==> src/rtl/ucca_cfg_loader.sv <==
// Boot-time loader for the UCCA region bounds: reads the region table from META,
// validates every descriptor, then commits all bounds at once and locks them until reset.
module ucca_cfg_loader #(
   parameter logic [15:0] META_BASE   = 16'h0140,
   parameter logic [15:0] META_SIZE   = 16'h002A,
   parameter int unsigned NUM_REGIONS = 3,
   parameter int unsigned ACK_TIMEOUT = 16
) (
   input  logic                   clk_i,
   input  logic                   reset_ni,
   output logic                   mem_req_o,
   output logic [15:0]            mem_addr_o,
   input  logic                   mem_ack_i,
   input  logic [15:0]            mem_rdata_i,
   output logic [15:0]            ucc_min_0_o,
   output logic [15:0]            ucc_min_1_o,
   output logic [15:0]            ucc_min_2_o,
   output logic [15:0]            ucc_max_0_o,
   output logic [15:0]            ucc_max_1_o,
   output logic [15:0]            ucc_max_2_o,
   output logic [NUM_REGIONS-1:0] region_en_o,
   output logic                   cfg_done_o,
   output logic                   cfg_fault_o
);

   localparam int unsigned NumSlots = (NUM_REGIONS > 3) ? NUM_REGIONS : 3;
   localparam int unsigned IdxW     = $clog2(NumSlots);
   localparam logic [15:0] MetaEnd  = META_BASE + META_SIZE;
   localparam logic [3:0]  MaxCount = 4'(NUM_REGIONS);
   localparam logic [15:0] WaitLast = 16'(ACK_TIMEOUT - 1);

   typedef enum logic [2:0] {
      StIdle, StRdCnt, StRdMin, StRdMax, StCheck, StCommit, StDone, StFault
   } state_e;

   state_e                 state_q;
   logic                   req_q;
   logic [15:0]            addr_q;
   logic [15:0]            wait_q;
   logic [3:0]             cnt_q;
   logic [3:0]             idx_q;
   logic [15:0]            shadow_min_q [NumSlots];
   logic [15:0]            shadow_max_q [NumSlots];
   logic [15:0]            ucc_min_q    [NumSlots];
   logic [15:0]            ucc_max_q    [NumSlots];
   logic [NUM_REGIONS-1:0] en_q;
   logic                   done_q;
   logic                   fault_q;

   logic            ack;
   logic            timeout;
   logic [IdxW-1:0] slot;
   logic [15:0]     chk_min;
   logic [15:0]     chk_max;
   logic            region_bad;

   // An ack is only meaningful while our request is up; ack wins over an expiring timeout.
   assign ack        = req_q & mem_ack_i;
   assign timeout    = req_q & ~mem_ack_i & (wait_q == WaitLast);
   assign slot       = idx_q[IdxW-1:0];
   assign chk_min    = shadow_min_q[slot];
   assign chk_max    = shadow_max_q[slot];
   assign region_bad = (chk_min > chk_max) | chk_min[0] | chk_max[0] |
                       ((chk_min <= MetaEnd) & (chk_max >= META_BASE));

   always_ff @(posedge clk_i or negedge reset_ni) begin
      if (!reset_ni) begin
         state_q <= StIdle;
         req_q   <= 1'b0;
         addr_q  <= META_BASE;
         wait_q  <= '0;
         cnt_q   <= '0;
         idx_q   <= '0;
         en_q    <= '0;
         done_q  <= 1'b0;
         fault_q <= 1'b0;
         for (int i = 0; i < NumSlots; i++) begin
            shadow_min_q[i] <= '0;
            shadow_max_q[i] <= '0;
            ucc_min_q[i]    <= 16'hFFFF;
            ucc_max_q[i]    <= 16'h0000;
         end
      end else begin
         case (state_q)
            StIdle: state_q <= StRdCnt;
            StRdCnt, StRdMin, StRdMax: begin
               if (!req_q) begin
                  req_q  <= 1'b1;
                  wait_q <= '0;
               end else if (ack) begin
                  req_q  <= 1'b0;
                  addr_q <= addr_q + 16'd2;
                  if (state_q == StRdCnt) begin
                     cnt_q <= mem_rdata_i[3:0];
                     idx_q <= '0;
                     if ((mem_rdata_i[15:4] != 12'd0) || (mem_rdata_i[3:0] > MaxCount)) begin
                        state_q <= StFault;
                     end else if (mem_rdata_i[3:0] == 4'd0) begin
                        state_q <= StCommit;
                     end else begin
                        state_q <= StRdMin;
                     end
                  end else if (state_q == StRdMin) begin
                     shadow_min_q[slot] <= mem_rdata_i;
                     state_q            <= StRdMax;
                  end else begin
                     shadow_max_q[slot] <= mem_rdata_i;
                     if (idx_q == cnt_q - 4'd1) begin
                        idx_q   <= '0;
                        state_q <= StCheck;
                     end else begin
                        idx_q   <= idx_q + 4'd1;
                        state_q <= StRdMin;
                     end
                  end
               end else if (timeout) begin
                  req_q   <= 1'b0;
                  state_q <= StFault;
               end else begin
                  wait_q <= wait_q + 16'd1;
               end
            end
            StCheck: begin
               if (region_bad) begin
                  state_q <= StFault;
               end else if (idx_q == cnt_q - 4'd1) begin
                  state_q <= StCommit;
               end else begin
                  idx_q <= idx_q + 4'd1;
               end
            end
            StCommit: begin
               for (int i = 0; i < NUM_REGIONS; i++) begin
                  if (4'(i) < cnt_q) begin
                     ucc_min_q[i] <= shadow_min_q[i];
                     ucc_max_q[i] <= shadow_max_q[i];
                     en_q[i]      <= 1'b1;
                  end
               end
               done_q  <= 1'b1;
               state_q <= StDone;
            end
            StDone: ;
            StFault: begin
               req_q   <= 1'b0;
               en_q    <= '0;
               done_q  <= 1'b1;
               fault_q <= 1'b1;
               for (int i = 0; i < NumSlots; i++) begin
                  ucc_min_q[i] <= 16'hFFFF;
                  ucc_max_q[i] <= 16'h0000;
               end
            end
            default: state_q <= StFault;
         endcase
      end
   end

   assign mem_req_o   = req_q;
   assign mem_addr_o  = addr_q;
   assign ucc_min_0_o = ucc_min_q[0];
   assign ucc_min_1_o = ucc_min_q[1];
   assign ucc_min_2_o = ucc_min_q[2];
   assign ucc_max_0_o = ucc_max_q[0];
   assign ucc_max_1_o = ucc_max_q[1];
   assign ucc_max_2_o = ucc_max_q[2];
   assign region_en_o = en_q;
   assign cfg_done_o  = done_q;
   assign cfg_fault_o = fault_q;

endmodule

==> config.mk <==
export PLATFORM = sky130hd
export DESIGN_NAME = ucca_cfg_loader
export DESIGN_NICKNAME = d
export VERILOG_FILES = /design/src/rtl/ucca_cfg_loader.sv
export SDC_FILE = /design/constraint.sdc
export NUM_CORES = 1
export LEC_CHECK = 0
export ABC_AREA = 1
export CAP_MARGIN = 10
export CORE_ASPECT_RATIO = 2
export CORE_UTILIZATION = 60
export CTS_BUF_LIST = sky130_fd_sc_hd__clkbuf_16
export DETAILED_ROUTE_END_ITERATION = 10
export GPL_TIMING_DRIVEN = 0
export PLACE_DENSITY = 0.85
export SKIP_CTS_REPAIR_TIMING = 1
export SLEW_MARGIN = 15
export SYNTH_ARGS = -nofsm -noshare
export SYNTH_HDL_FRONTEND = slang
export SYNTH_SLANG_ARGS = --single-unit
==> constraint.sdc <==
create_clock -name clk_i -period 6.5 [get_ports clk_i]
set_clock_uncertainty 0.05 [all_clocks]
set_input_delay 0.65 -clock clk_i [delete_from_list [all_inputs] [get_ports clk_i]]
set_output_delay 0.65 -clock clk_i [all_outputs]
set_load 0.01 [all_outputs]
==> key figures, run 1 <==
Finish
  • Finished Cell Area: 13,380 um2
  • Non-filler cells, final: 1,628
  • Share of layout cells above drive strength 1: 9.611%
  • Most common cell after layout, fill and taps aside: nand2_1
  • Final net count: 1,444
  • Area grow syn2layout: 21.56%
  • FILL cells: about 1,300
  • Most frequent cells in the layout: nand2_1, dfrtp_1, o21ai_0
  • Antenna cell count: 0

Drt
  • Routed Antenna Nets: 0
  • Final wirelength: ~35,000 um
  • Wire length per cell: 21.64 um
  • 1st-pass router iterations: 8
  • Remaining DRCs: 19
  • DR iter-0 viols: just under 800
  • Via density: just under 6
  • Via Count: roughly 9,700

Synth
  • Number of flops mapped to enable cells by yosys: 0
  • Post-synth top area share: between 40 and 50%
  • Distinct cell type count after synthesis: 43
  • Multiplexer area fraction after synthesis: 0%
  • Synth Area in Compound Gates: approximately 15%
  • Netlist Area Pre-Place: 11,010 um2
  • Adder-cell share of the synthesized area: approximately 3%
  • Asr flop ratio synth: 100.0%
  • Largest family of logic cells by synthesized area: simple AND/OR/NAND/NOR gates
  • Ys Warns: 0
  • Syn avg cell area: 8.893 um2
  • Seq/Total Area, Yosys: between 50 and 60%
  • Cells after Synth: between 1,000 and 1,500
  • Synth Net Count: about 1,300
  • Dominant synthesized flop cell: dfrtp_1
  • Largest area contributor in the netlist: dfrtp_1
  • Synth Area in Simple Gates: between 10% and 20%
  • #FFs+latches synth: 240
  • Synth Area in XOR/XNOR: approximately 2.1%
  • Synth top area cells: dfrtp_1, dfstp_2, nand2_1

Setup path
  • Crit-path leading delay family: simple AND/OR/NAND/NOR gates
  • Crit path max fanout: 10
  • Flop-to-flop setup slack: approximately 3300 ps
  • Critical setup path kind: flop to flop
  • Critical path startpoint category: flop
  • CP Data Required Time: 6860 ps
  • CP most frequent cell: nand2_1
  • Slowest-stage cell, CP: dfrtp_1
  • FF-to-FF End: idx_q[0]
  • RR Startpoint: idx_q[0]
  • WP buf/inv: 3
  • Worst EP arrival: around 3600 ps
  • FF-to-FF path depth: 17
  • Critical Path Sink Type: flop
  • CP peak stage delay: 540 ps
  • CP cell instances: clkbuf_1 -> nand2_1 -> a31oi_1 -> inv_1 -> ha_1 -> nand2_1 -> inv_1 -> o21ai_0 -> a21oi_1 -> nor2_1 -> nand2_1 -> a21oi_1 -> nand2_1 -> nand2_2 -> nand2_2 -> nand2_1 -> nand2_1

STA
  • Slew Limit Fails: 0
  • Tmin final: 3218 ps
  • Final setup fails: 0
  • Fin. Hold Viols: 2
  • Slew headroom: between 20 and 30%
  • Hold WS: -0.6103 ps
  • Final worst path period share: between 40% and 50%
  • RSZ-0062 raised after global routing: no
  • Maximum clock rate: roughly 0.31 GHz
  • Total negative slack: 0 ps
  • Slew @ Worst Pin: 1060 ps

CTS
  • Max Root-Sink Buffers: 3
  • H-Tree Depth: 1
  • Clk_lat worst skew: between 500 and 600 ps
  • CTS tree: built
  • Clock sink count: 240
  • CTS buffer count: 22
  • Root buf cell: clkbuf_16
  • Clock transition at path regs: about 70 ps

Placement
  • Placed cell area: about 13,000 um2
  • Inst Count DP: between 1,500 and 2,000
  • RePlAce Congestion: between 1 and 1.5
  • Dpl hpwl: 26,280 um
  • PortBufs: 135

Die
  • Die Y: 193.6 um
  • Initial Util: around three fifths
  • Width of the die: 97.79 um
  • Core area: approximately 18,000 um2
  • Row Count: 69
  • Die area: 18,930 um2
  • # IOs: 137

Min path
  • Hold crit path type: primary input to asynchronous set/reset pin

GRT
  • Total grt overflow: 0
  • First-pass GRT wire length: roughly 55,000 um
  • Largest net degree at the start of global routing: 93
  • Antenna violations before repair: 0
  • All-layer global routing usage: 38.38%
  • Number of global-route vias before repair: approximately 9,800

Power and ir drop
  • Total power: 0.007213 W
  • Leak Pwr: between 6 and 7 nW
  • Cell Pwr Density: approximately 540 nW/um2
  • Max IR drop VDD: approximately 0.38 mV

Status
  • Violated checks: DRC, hold timing
  • Outcome: finished with violations

Job
  • Maxcap violations: 0
where the power goes:
group | total, W | switching, W | internal (W)
clock network | 0.00127 | 0.000598 | 0.000668
logic | 0.00330 | 0.00197 | 0.00133
registers | 0.00264 | 0.000455 | 0.00219
per-layer routing:
metal / up-vias / track usage (%) / wire length, um
met5: - / 0 / 0
met4: 0 / 31.48 / 3398
met3: 145 / 4.335 / 1973
met2: 431 / 66.77 / 17940
met1: 4733 / 41.57 / 11910
li1: 4386 / - / -
how the worst max path moves through the flow:
| stage | from | endpoint | slack (ps) | depth (start not counted) |
|---|---|---|---|---|
| finish | idx_q[0] | idx_q[0] | 3280 | 17 |
| global route | idx_q[0] | state_q[1] | 2970 | 17 |
| CTS | idx_q[0] | idx_q[0] | 3330 | 17 |
| detailed placement | idx_q[0] | state_q[1] | 3340 | 17 |
| global placement | reset_ni | wait_q[9] | -4930 | 1 |
| floorplan | idx_q[0] | idx_q[0] | 4050 | 19 |
logic make-up (layout without fill, tap and decap cells):
| logic type | count (synthesis) | after routing |
|---|---|---|
| XOR/XNOR | 27 | 27 |
| other | 1 | 1 |
| adder cells (fa/ha/maj) | 26 | 26 |
| AO/OA/AOI/OAI | 289 | 289 |
| AND/OR/NAND/NOR | 478 | 478 |
| buffers and inverters | 177 | 354 |
| flip-flops | 240 | 240 |
stage by stage:
stage	worst slack (ps)	util [%]
after global placement	-4925	70.66
after floorplan	4054	-
after CTS	3326	74.89
after detailed placement	3336	70.99
after global routing	2971	74.89
final	3282	74.89
synthesized netlist by cell type, types with 4 or more instances:
master      n
o211ai_1    7
dfrtp_1   190
nand4_1    12
nand2_1   298
nor2_1     95
buf_2      18
dfstp_2    50
nor4_1      9
inv_2       8
nor3_1      6
nor2_4      5
a21oi_1    53
ha_1       26
o22ai_1     5
o21ai_1    23
a22oi_1     6
nand3_1    37
o31ai_1     6
inv_1     120
xnor2_1     8
clkbuf_1   25
o22a_1     16
a31oi_1     4
o21ai_0   147
a22o_1     13
xor2_1     19
nand2_2     7
worst register-to-register path: cells and delay by family (launching register included):
family | cells | cell delay (ps)
simple gates | 9 | 850
compound gates | 4 | 770
fa+ha+maj | 1 | 320
buf+inv | 3 | 580
flops | 1 | 540
registers in the layout, indices dropped and copies added, names as in the netlist, 16 cells and up:
signal	count
shadow_max_q	48
shadow_min_q	48
ucc_max_0_o	16
ucc_max_1_o	16
ucc_max_2_o	16
ucc_min_0_o	16
ucc_min_1_o	16
ucc_min_2_o	16
wait_q	16
final cells by class:
class                      count  area [um2]  area share (%)
clock inverter                18       145.1           1.085
sequential                   240        6068           45.34
tap                          213       266.5           1.991
clock buffer                  22       550.5           4.114
multi-input combinational    821        4224           31.56
timing repair buffer         137        1411           10.55
inverter                     129       484.2           3.618
buffer                        48       232.7           1.739
Power figures use the tool's default switching activity.
==> run 2: changes to the inputs <==
--- a/config.mk
+++ b/config.mk
@@ -8,11 +8,11 @@
 export ABC_AREA = 1
 export CAP_MARGIN = 10
 export CORE_ASPECT_RATIO = 2
-export CORE_UTILIZATION = 60
+export CORE_UTILIZATION = 50
 export CTS_BUF_LIST = sky130_fd_sc_hd__clkbuf_16
 export DETAILED_ROUTE_END_ITERATION = 10
 export GPL_TIMING_DRIVEN = 0
-export PLACE_DENSITY = 0.85
+export PLACE_DENSITY = 0.76
 export SKIP_CTS_REPAIR_TIMING = 1
 export SLEW_MARGIN = 15
 export SYNTH_ARGS = -nofsm -noshare
==> constraint.sdc (replaced) <==
create_clock -name clk_i -period 2.62 [get_ports clk_i]
set_clock_uncertainty 0.05 [all_clocks]
set_input_delay 0.262 -clock clk_i [delete_from_list [all_inputs] [get_ports clk_i]]
set_output_delay 0.262 -clock clk_i [all_outputs]
set_load 0.01 [all_outputs]
==> key figures, run 2 (synthesized netlist as in run 1, its figures left out) <==
CTS
  • CTS buffer count: 22 (unchanged)
  • Root buf cell: clkbuf_16 (unchanged)
  • Max Root-Sink Buffers: 3 (unchanged)
  • CTS tree: built (unchanged)
  • H-Tree Depth: 1 (unchanged)
  • Clk_lat worst skew: 520 ps (was 540 ps)
  • Clock sink count: 240 (unchanged)
  • Clock transition at path regs: 70 ps (about the same)

Setup path
  • Crit path max fanout: 10 (unchanged)
  • CP Data Required Time: 2970 ps (was 6860 ps)
  • Critical Path Sink Type: flop (unchanged)
  • Worst EP arrival: 3180 ps (was 3580 ps)
  • CP most frequent cell: nand2_1 (unchanged)
  • CP peak stage delay: 500 ps (was 540 ps)
  • Critical path startpoint category: flop (unchanged)
  • Slowest-stage cell, CP: dfrtp_2 (was dfrtp_1)
  • CP cell instances: clkbuf_4 -> o21ai_1 -> o22ai_2 -> ha_1 -> a21oi_1 -> o21ai_0 -> nor2_2 -> nand2_1 -> a21oi_2 -> nand2_1 -> nand2_2 -> nand2_2 -> nand2_1 -> nand2_1 (was clkbuf_1 -> nand2_1 -> a31oi_1 -> inv_1 -> ha_1 -> nand2_1 -> inv_1 -> o21ai_0 -> a21oi_1 -> nor2_1 -> nand2_1 -> a21oi_1 -> nand2_1 -> nand2_2 -> nand2_2 -> nand2_1 -> nand2_1)
  • Critical setup path kind: flop to flop (unchanged)

Drt
  • 1st-pass router iterations: 5 (was 8)
  • Via density: 5.512 (was 5.955)
  • Via Count: 9,365 (was 9,695)
  • Met1 wire length: 12,260 um (was 11,910 um)
  • WL met3: 1286 um (was 1973 um)
  • WL met2: 17,720 um (was 17,940 um)
  • Max layer used: met4 (unchanged)
  • DR iter-0 viols: 678 (was 782)
  • Remaining DRCs: 0 (was 19)
  • Wire length per cell: 19.82 um (was 21.64 um)
  • Final wirelength: 33,670 um (was 35,220 um)
  • Routed Antenna Nets: 0 (unchanged)

Placement
  • RePlAce Congestion: 1.000 (was 1.022)
  • Placed cell area: 12,760 um2 (was 12,690 um2)
  • Dpl hpwl: 25,570 um (was 26,280 um)
  • PortBufs: 135 (unchanged)
  • Inst Count DP: 1,648 (was 1,588)

Min path
  • Hold crit path type: primary input to asynchronous set/reset pin (unchanged)

STA
  • Fin. Hold Viols: 0 (was 2)
  • Slew @ Worst Pin: 1005 ps (was 1060 ps)
  • Final worst path period share: 108.1% (was 49.51%)
  • Slew Limit Fails: 0 (unchanged)
  • Total negative slack: -1236 ps (was 0 ps)
  • Hold WS: 154.4 ps (was -0.6103 ps)
  • Maximum clock rate: 0.3532 GHz (was 0.3107 GHz)
  • Tmin final: 2831 ps (was 3218 ps)
  • Slew headroom: 32.95% (was 29.24%)
  • Final setup fails: 7 (was 0)
  • RSZ-0062 raised after global routing: yes (was no)
  • Final worst setup slack: -211.3 ps (was 3282 ps)

Die
  • Row Count: 76 (was 69)
  • Initial Util: 51.00% (was 61.60%)
  • # IOs: 137 (unchanged)
  • Die Y: 211.9 um (was 193.6 um)
  • Width of the die: 106.9 um (was 97.79 um)
  • Core area: 21,590 um2 (was 17,870 um2)
  • Die area: 22,650 um2 (was 18,930 um2)

Finish
  • Non-filler cells, final: 1,699 (was 1,628)
  • Most frequent cells in the layout: nand2_1, dfrtp_1, o21ai_0 (unchanged)
  • Top flop regs: shadow_max_q (48), shadow_min_q (48) (unchanged)
  • Share of layout cells above drive strength 1: 13.05% (was 9.611%)
  • Area grow syn2layout: 24.78% (was 21.56%)
  • Most common cell after layout, fill and taps aside: nand2_1 (unchanged)
  • Finished Cell Area: 13,740 um2 (was 13,380 um2)
  • FILL cells: 1,841 (was 1,320)
  • Final net count: 1,454 (was 1,444)

GRT
  • All-layer global routing usage: 30.68% (was 38.38%)
  • Total grt overflow: 0 (unchanged)
  • Antenna violations before repair: 0 (unchanged)
  • First-pass GRT wire length: 51,790 um (was 54,720 um)
  • Number of global-route vias before repair: 9,358 (was 9,818)
  • Largest net degree at the start of global routing: 106 (was 93)

Power and ir drop
  • Max IR drop VDD: 0.8242 mV (was 0.3802 mV)
  • Total power: 0.01819 W (was 0.007213 W)
  • Leak Pwr: 6.338 nW (was 6.272 nW)
  • Cell Pwr Density: 1324 nW/um2 (was 538.9 nW/um2)

Job
  • Maxcap violations: 0 (unchanged)

Status
  • Violated checks: setup timing (was DRC, hold timing)
  • Outcome: finished with violations (unchanged)
[run 2: cell count changes in the layout (fill, tap and decap cells not counted), moves of 5 or more]
| cell | delta |
|---|---|
| inv_6 | +6 |
| nand2_1 | -6 |
| o21ai_1 | +8 |
| inv_1 | -6 |
| a21oi_1 | -11 |
| buf_4 | +9 |
| buf_2 | -6 |
| a21oi_2 | +11 |
| o21ai_0 | -9 |
| nand2_2 | +5 |
[run 2: worst max-delay path: cells and delay by family, from the launching register on]
family | cells | cell delay [ps]
flops | 1 | 500
fa+ha+maj | 1 | 340
buf+inv | 1 | 240
simple gates | 7 | 710
compound gates | 5 | 870
[run 2: cell type report]
cell class | count | area (um2) | share of cell area (%)
flip-flops and latches | 240 | 6071 | 44.19
multi-input cells | 821 | 4372 | 31.82
diodes | 1 | 2.502 | 0.01822
plain buffers | 48 | 270.3 | 1.967
well taps | 273 | 341.6 | 2.487
clock inverters | 17 | 118.9 | 0.8653
repair buffers | 147 | 1496 | 10.89
inverters | 129 | 489.2 | 3.561
clock buffers | 23 | 575.6 | 4.190
[run 2: worst paths after layout]
path                                startpoint               to  slack [ps]  cells after the start
min in group clk_i              ucc_min_2_o[3]   ucc_min_2_o[3]         420                      2
worst min register to register  ucc_min_2_o[3]   ucc_min_2_o[3]         420                      2
worst min-delay path                  reset_ni    mem_addr_o[9]         150                      2
worst max-delay path                  idx_q[0]         idx_q[1]        -210                     14
worst max register to register        idx_q[0]         idx_q[1]        -210                     14
max in group asynchronous             reset_ni  ucc_min_1_o[13]        1540                      3
[run 2: through the flow]
stage / setup slack [ps] / utilization (%)
after floorplan: 173.9 / -
after global placement: -8498 / 58.85
after detailed placement: -670.8 / 59.12
after CTS: -692.5 / 62.34
after global routing: -347.2 / 63.63
final: -211.3 / 63.64
[run 2: where the power goes]
| part | leakage (nW) | total [W] | internal (W) | switching [W] |
|---|---|---|---|---|
| clock | 0.345 | 0.00314 | 0.00164 | 0.00150 |
| sequential | 3.02 | 0.00658 | 0.00543 | 0.00114 |
| combinational | 2.97 | 0.00847 | 0.00360 | 0.00487 |
| total | 6.34 | 0.0182 | 0.0107 | 0.00752 |
[run 2: per-layer routing]
layer  vias up  global-route usage (%)
li1       4412                       -
met1      4511                   34.25
met2       339                   54.73
met3       103                   2.833
met4         0                   20.45
met5         -                       0
==> run 3: changes to the inputs <==
--- a/config.mk
+++ b/config.mk
@@ -13,6 +13,7 @@
 export DETAILED_ROUTE_END_ITERATION = 10
 export GPL_TIMING_DRIVEN = 0
 export PLACE_DENSITY = 0.76
+export SETUP_SLACK_MARGIN = 0.15
 export SKIP_CTS_REPAIR_TIMING = 1
 export SLEW_MARGIN = 15
 export SYNTH_ARGS = -nofsm -noshare
==> results of run 3 <==
Final layout, timing and power as in run 2 (identical DEF).
